--- src/rtl/register_file_mp.sv ---
// register_file_mp: N-read/M-write register file with same-cycle bypass and pending-write scoreboard
module register_file_mp #(
    parameter int XLEN = 32,
    parameter int NREGS = 32,
    parameter int NRD = 2,
    parameter int NWR = 2,
    parameter int CNT_W = 2,
    parameter logic [XLEN-1:0] SP_INIT = 32'h01000000,
    parameter bit BYPASS = 1'b1,
    localparam int AW = $clog2(NREGS)
) (
    input  logic                clock,
    input  logic                reset,
    input  logic [NRD*AW-1:0]   rd_addr,
    output logic [NRD*XLEN-1:0] rd_data,
    output logic [NRD-1:0]      rd_busy,
    input  logic [NWR-1:0]      wr_en,
    input  logic [NWR*AW-1:0]   wr_addr,
    input  logic [NWR*XLEN-1:0] wr_data,
    input  logic                issue_valid,
    input  logic [AW-1:0]       issue_rd,
    output logic                issue_ready,
    output logic                sb_err
);
    localparam logic [CNT_W-1:0] CMAX = '1;

    logic [XLEN-1:0]  regs [NREGS];
    logic [CNT_W-1:0] cnt [NREGS];
    logic [CNT_W-1:0] cnt_nxt [NREGS];
    logic             err_nxt;
    logic             accept;

    assign issue_ready = issue_rd == '0 || cnt[issue_rd] != CMAX;
    assign accept = issue_valid && issue_ready;

    for (genvar i = 0; i < NRD; i++) begin : g_rd
        logic [AW-1:0]   ra;
        logic [XLEN-1:0] d;
        assign ra = rd_addr[i*AW +: AW];
        // later write ports override earlier ones, matching the array's write priority
        always_comb begin
            d = regs[ra];
            for (int j = 0; j < NWR; j++)
                if (BYPASS && wr_en[j] && wr_addr[j*AW +: AW] == ra) d = wr_data[j*XLEN +: XLEN];
        end
        assign rd_data[i*XLEN +: XLEN] = ra == '0 ? '0 : d;
        assign rd_busy[i] = cnt[ra] != '0;
    end

    // x0 is never tracked, so its counter stays 0 and writes to it never underflow
    always_comb begin
        int sum, dec;
        err_nxt = sb_err;
        sum = 0;
        dec = 0;
        cnt_nxt[0] = '0;
        for (int r = 1; r < NREGS; r++) begin
            sum = int'(cnt[r]) + ((accept && issue_rd == AW'(r)) ? 1 : 0);
            dec = 0;
            for (int j = 0; j < NWR; j++)
                dec += (wr_en[j] && wr_addr[j*AW +: AW] == AW'(r)) ? 1 : 0;
            if (dec > sum) begin
                cnt_nxt[r] = '0;
                err_nxt = 1'b1;
            end else begin
                cnt_nxt[r] = CNT_W'(sum - dec);
            end
        end
    end

    always_ff @(posedge clock or posedge reset) begin
        if (reset) begin
            for (int r = 0; r < NREGS; r++) begin
                regs[r] <= (r == 2) ? SP_INIT : '0;
                cnt[r] <= '0;
            end
            sb_err <= 1'b0;
        end else begin
            for (int j = 0; j < NWR; j++)
                if (wr_en[j] && wr_addr[j*AW +: AW] != '0)
                    regs[wr_addr[j*AW +: AW]] <= wr_data[j*XLEN +: XLEN];
            for (int r = 0; r < NREGS; r++)
                cnt[r] <= cnt_nxt[r];
            sb_err <= err_nxt;
        end
    end
endmodule

--- config.mk ---
export PLATFORM = sky130hd
export DESIGN_NAME = register_file_mp
export DESIGN_NICKNAME = d
export VERILOG_FILES = /design/src/rtl/register_file_mp.sv
export SDC_FILE = /design/constraint.sdc
export NUM_CORES = 2
export LEC_CHECK = 0
export CAP_MARGIN = 20
export CELL_PAD_IN_SITES_DETAIL_PLACEMENT = 0
export CELL_PAD_IN_SITES_GLOBAL_PLACEMENT = 1
export CORE_MARGIN = 2
export CORE_UTILIZATION = 45
export CTS_CLUSTER_SIZE = 16
export DETAILED_ROUTE_END_ITERATION = 12
export HOLD_SLACK_MARGIN = 0.12
export PLACE_DENSITY_LB_ADDON = 0.1
export SKIP_LAST_GASP = 1
export SYNTH_ARGS = -nofsm -noshare
export SYNTH_HDL_FRONTEND = slang
export SYNTH_SLANG_ARGS = --single-unit
--- constraint.sdc ---
create_clock -name clock -period 38.9 [get_ports clock]
set_input_delay 7.78 -clock clock [delete_from_list [all_inputs] [get_ports clock]]
set_output_delay 7.78 -clock clock [all_outputs]
set_load 0.03 [all_outputs]
* After elaboration in Yosys (flattened, before gate mapping)
Index checks and enable logic that the tools add are counted.
W data, S select, Z words.
** Storage, ports and cells
- Bits in read-only memories :: 0
- Word-level logic and storage cells :: 593
- Input bits :: 94
- Register bits after elaboration :: 1087
- Latch bits :: 0
- Memory bits (writable) :: 0
- Memories :: 0
** Operators by class
- Divide/modulo/power cells :: 0
- Reductions and logical operators :: 111
- Multiplexer cells :: 184
- Shifts and indexed selects :: 0
- Multipliers :: 0
- $add $sub $neg :: 93
- Bitwise logic cells :: 5
- Equal/unequal tests :: 98
- Order comparisons :: 38
** Operator list (count)
- $bwmux W1024 :: 2
- $mux W1024 :: 2
- $mux W32 :: 12
- $bmux W32 S5 :: 2
- $demux W32 S5 :: 2
- $eq A5 B5 Y1 const B :: 48
- $mux W1 :: 124
- $eq A5 B4 Y1 const B :: 24
- $logic_and A1 B1 Y1 :: 102
- $add A2 B1 Y3 :: 31
- $gt A2 B3 Y1 :: 31
- $mux W2 :: 37
- $add A1 B1 Y2 :: 31
- $sub A2 B2 Y2 :: 31
- $eq A5 B3 Y1 const B :: 12
- $reduce_bool A31 Y1 :: 1
- $bmux W2 S5 :: 3
- $eq A5 B2 Y1 const B :: 6
- $ge A6 B6 Y1 const B :: 5
- $not A5 Y6 :: 5
- $eq A5 B5 Y1 :: 4
- $eq A5 B1 Y1 const B :: 3
- $logic_not A5 Y1 :: 3
- $lt A6 B1 Y1 const B :: 2
- other kinds (4) :: 6

* Longest topological paths before layout
- Word-level depth :: 42
- Depth in mapped cells :: 16
- Gate-level depth less buffers :: 14

* Least setup slack after synthesis
No wires, ideal clock.
- Path kind :: input -> output
- Start point :: input port rd_addr[1]
- End point :: output port rd_busy[0]
- Required time :: 31.120 ns
- Cell stages on the path :: 7
- Path slack :: 21.455 ns
- Data arrival time :: 9.665 ns
- Cell sequence :: buf_4 buf_4 buf_6 buf_4 mux4_2 mux4_2 mux2i_1
** On the way
- Longest elaborated chain between the ends :: 5
** RTL lines
- start, declared :: line 14 : input logic [NRD*AW-1:0] rd_addr,
- $not A5 Y6 (not written as such) :: line 47 : assign rd_busy[i] = cnt[ra] != '0;
- $bmux W2 S5 :: line 47
- $mux W2 (not written as such) (2 in a row) :: line 47
- $reduce_bool A2 Y1 :: line 47
- end, declared :: line 16 : output logic [NRD-1:0] rd_busy,
Every way passes these cells. The select of a mux whose other input is x is not followed.

* Worst setup path in the final report
- Start point :: input port rd_addr[2]
- End point :: output port rd_data[14]
** On the way
- Longest elaborated chain between the ends :: 7
** RTL lines
- $not A5 Y6 (not written as such) :: line 42 : d = regs[ra];
- $bmux W32 S5 :: line 42
- $mux W32 (not written as such) (2 in a row) :: line 42
- $mux W32 (2 in a row) :: line 44 : if (BYPASS && wr_en[j] && wr_addr[j*AW +: AW] == ra) d = wr_data[j*XLEN +: XLEN];
- $mux W32 (*) :: line 46 : assign rd_data[i*XLEN +: XLEN] = ra == '0 ? '0 : d;
- end, declared :: line 15 : output logic [NRD*XLEN-1:0] rd_data,
Mark *: on every way between the ends. The rest lies on a longest branch, timed or not. The select of a mux whose other input is x is not followed.

==> results.md <==
- Crit path capture type: output port
- Syn nets: 7726
- Req. time, crit path: 31.12 ns
- Initial antenna violation count: 18
- Worst-path cell chain: buf_6 -> buf_4 -> buf_4 -> xor2_1 -> nor4_1 -> and4b_2 -> buf_4 -> a32o_1 -> clkdlybuf4s50_1
- Worst vdd ir: 0.0493 mV
- Post-CTS Hold Buffers: 0
- Dpl cell area: 0.0757 mm2
- Setup tns final: 0 ns
- Tot GR Track Use: 38.1%
- Worst hold stages: 0
- Post-route ant nets: 0
- Maxcap violations: 0
- Drt first pass iters: 6
- YS warnings: 0
- CTS Buf Count: 136
- CP Class: input pin to output port
- Syn-to-layout area delta: 9.43%
- Wire per inst: 34.5 um
- Root Buffer: clkbuf_16
- RSZ-0062 raised after global routing: no
- Syn_area_per_cell: 9.85 um2
- Largest net degree at the start of global routing: 145
- Mapped cell area: 0.0734 mm2
- Combinational cell fraction of total power: 26.9%
- Max Clk Rate: 48.6 MHz
- Part of the Yosys area used for sequential elements: 37.1%
- Final wirelength: 323000 um
- WP data arrival: 12.79 ns
- Seq pwr share: 40.9%
- Asr flop ratio synth: 100%
- RePlAce Congestion: 0.888
- Sw Share: 33.4%
- Number of remaining DRC errors: 0
- Int Power: 2720 uW
- CTS resizes: 0
- Worst-margin pin slew: 1.26 ns
- Finish-stage setup viols: 0
- Worst-case clock buffer depth: 3
- R2R Path End: sb_err
- CTS tree: done
- Core footprint: 0.162 mm2
- CP peak stage delay: 0.94 ns
- End of the worst hold path: regs[992]
- Period utilization: 52.9%
- CTS sink count: 1087
- Synth unique cells: 69
- Cell Pwr Density: 50.9 mW/mm2
- Share of layout cells above drive strength 1: 11.7%
- Startpoint Class: input pin
- Final Cell Area: 0.0803 mm2
- Post-synthesis register bit count: 1087
- Worst R2R Path Depth: 14
- Number of vias per cell: 6.64
- Vias in the first global route: 59400
- Height of the die: 408 um
- Hold WC Path Type: register to register
- Final Max Slew Viols: 0
- Grt total ovfl: 0
- Clk_skew: 0.0142 ns
- CP dominant cell by count: buf_4
- Clock network fraction of total power: 32.3%
- Hpwl dp: 187000 um
- Worst hold start: regs[992]
- Max FO, Critical Path: 44
- Nets: 7363
- Die area: 0.166 mm2
- Pleak: 0.0349 uW
- Most used DFF post-synth: dfrtp_1
- P_sw: 1370 uW
- Clock latency on the worst-skew pair: 0.79 ns
- Ports: 162
- Worst-path clk slew: 0.06 ns
- Post-synth EDFFs: 0
- Starting Density: 45.2%
- Fin. Hold Viols: 0
- Port Buf Inserts: 161
- R2R setup slack: 34.41 ns
- CTS H-tree depth: 4
- Worst slew margin: 15.7%
- Status: completed
- Postcts setup bufs: 0
- Clock period minus worst slack: 20.57 ns
- Syn Inst Count: 7446
- First-pass GRT wire length: 457000 um
- Row Count: 148
- Iteration-0 DRC Markers: 7942
- Reg2reg start: cnt[21]
- Slowest CP cell: and4b_2
- Die width: 408 um
- Vias: 62200
==> layout by cell type, fill, tap and decap left out, types with 44 or more instances in the layout <==
| cell | instances |
|---|---|
| buf_4 | 220 |
| o21ai_0 | 431 |
| nand2_1 | 619 |
| o21a_1 | 64 |
| dfrtp_1 | 1086 |
| a21boi_0 | 96 |
| inv_1 | 176 |
| mux2i_1 | 1344 |
| nor2_1 | 670 |
| a31oi_1 | 60 |
| clkdlybuf4s50_1 | 153 |
| o21ai_1 | 150 |
| mux4_2 | 306 |
| a32o_1 | 63 |
| o22ai_1 | 95 |
| clkbuf_16 | 143 |
| ha_1 | 186 |
| o221ai_1 | 190 |
| a32oi_1 | 66 |
| xor2_1 | 44 |
| a21oi_1 | 556 |
==> per-layer routing <==
metal	vias to the layer above	track usage (%)	routed length, um
met4	14	20.6	20100
li1	26300	-	-
met2	3699	56.0	139000
met3	958	9.29	32600
met1	31200	51.7	131000
met5	-	0.517	195
==> stage by stage <==
stage | util [%] | power [uW] | setup slack, ns | hold slack [ns] | cells
detailed placement | 46.6 | 2760 | 18.55 | 0.383 | 9117
global placement | 46.6 | 2730 | 18.55 | 0.376 | 9115
CTS | 49.4 | 4070 | 18.55 | 0.396 | 9351
finish | 49.4 | 4090 | 18.33 | 0.396 | 9362
global route | 49.4 | 4270 | 18.43 | 0.410 | 9354
floorplan | - | 2420 | 0.519 | 0.441 | 7446
==> cell usage after synthesis (all sizes together) (3+ instances only) <==
| cell type | number | area, um2 |
|---|---|---|
| nor2 | 695 | 2700 |
| inv | 180 | 676 |
| o221ai | 190 | 1660 |
| a32oi | 66 | 578 |
| a211oi | 33 | 248 |
| a221oi | 43 | 377 |
| o31ai | 3 | 22.5 |
| a21oi | 557 | 2790 |
| nand2b | 29 | 181 |
| buf | 386 | 2330 |
| dfrtp | 1086 | 27200 |
| a21boi | 97 | 728 |
| nor4 | 10 | 108 |
| a32o | 63 | 631 |
| nand3 | 12 | 60.1 |
| or4 | 3 | 22.5 |
| nand4 | 4 | 25.0 |
| o31a | 3 | 26.3 |
| a2111oi | 7 | 61.3 |
| o211ai | 37 | 278 |
| o22ai | 95 | 594 |
| a31oi | 62 | 394 |
| clkbuf | 503 | 1890 |
| xor2 | 44 | 385 |
| and2 | 13 | 81.3 |
| xnor2 | 6 | 52.6 |
| mux4 | 310 | 7000 |
| mux2i | 1344 | 13500 |
| or2 | 4 | 25.0 |
| nor2b | 19 | 119 |
| nand2 | 649 | 2550 |
| nor3 | 35 | 186 |
| or3 | 5 | 31.3 |
| ha | 186 | 2330 |
| o21a | 64 | 480 |
| o21ai | 581 | 2910 |
==> power groups by stage <==
stage	sequential, uW	combinational, uW	clock, uW
detailed placement	1670	1080	0
finish	1670	1100	1320
floorplan	1600	817	0
global placement	1660	1070	0
global route	1700	1190	1380
CTS	1660	1090	1330
==> worst max path at each step <==
stage | from | end | slack, ns | cells past startpoint
floorplan | reset | cnt[0] | 0.52 | 1
global placement | rd_addr[7] | rd_data[57] | 18.55 | 9
finish | rd_addr[2] | rd_data[14] | 18.33 | 9
global route | rd_addr[7] | rd_data[57] | 18.43 | 9
detailed placement | rd_addr[2] | rd_data[14] | 18.55 | 9
CTS | rd_addr[7] | rd_data[57] | 18.55 | 9
==> critical path, delay by kind of cell <==
kind | cells | cell delay (ns)
AO/OA/AOI/OAI | 1 | 0.34
buffers and inverters | 5 | 2.90
AND/OR/NAND/NOR | 2 | 1.49
XOR/XNOR | 1 | 0.13
==> cell type report <==
class	instances	area, um2
Timing Repair Buffer	388	3460
Multi-Input combinational cell	5288	41700
Tap cell	2175	2720
Clock buffer	207	4160
Fill cell	14900	82100
Clock inverter	27	340
Sequential cell	1087	27200
Antenna cell	8	20.0
Inverter	182	696
==> kinds of logic after synthesis <==
logic type | after synthesis | share of synthesized area [%]
adder cells (fa/ha/maj) | 186 | 3.17
flip-flops | 1087 | 37.1
buffers and inverters | 1071 | 6.69
AO/OA/AOI/OAI | 1904 | 16.1
AND/OR/NAND/NOR | 1492 | 8.46
multiplexers | 1656 | 27.9
XOR/XNOR | 50 | 0.597
==> state kept, by name, summed over array words and instances (netlist names) <==
| register | count |
|---|---|
| cnt | 62 |
| regs | 1024 |
| sb_err | 1 |
(Power assumes the default switching activity.)
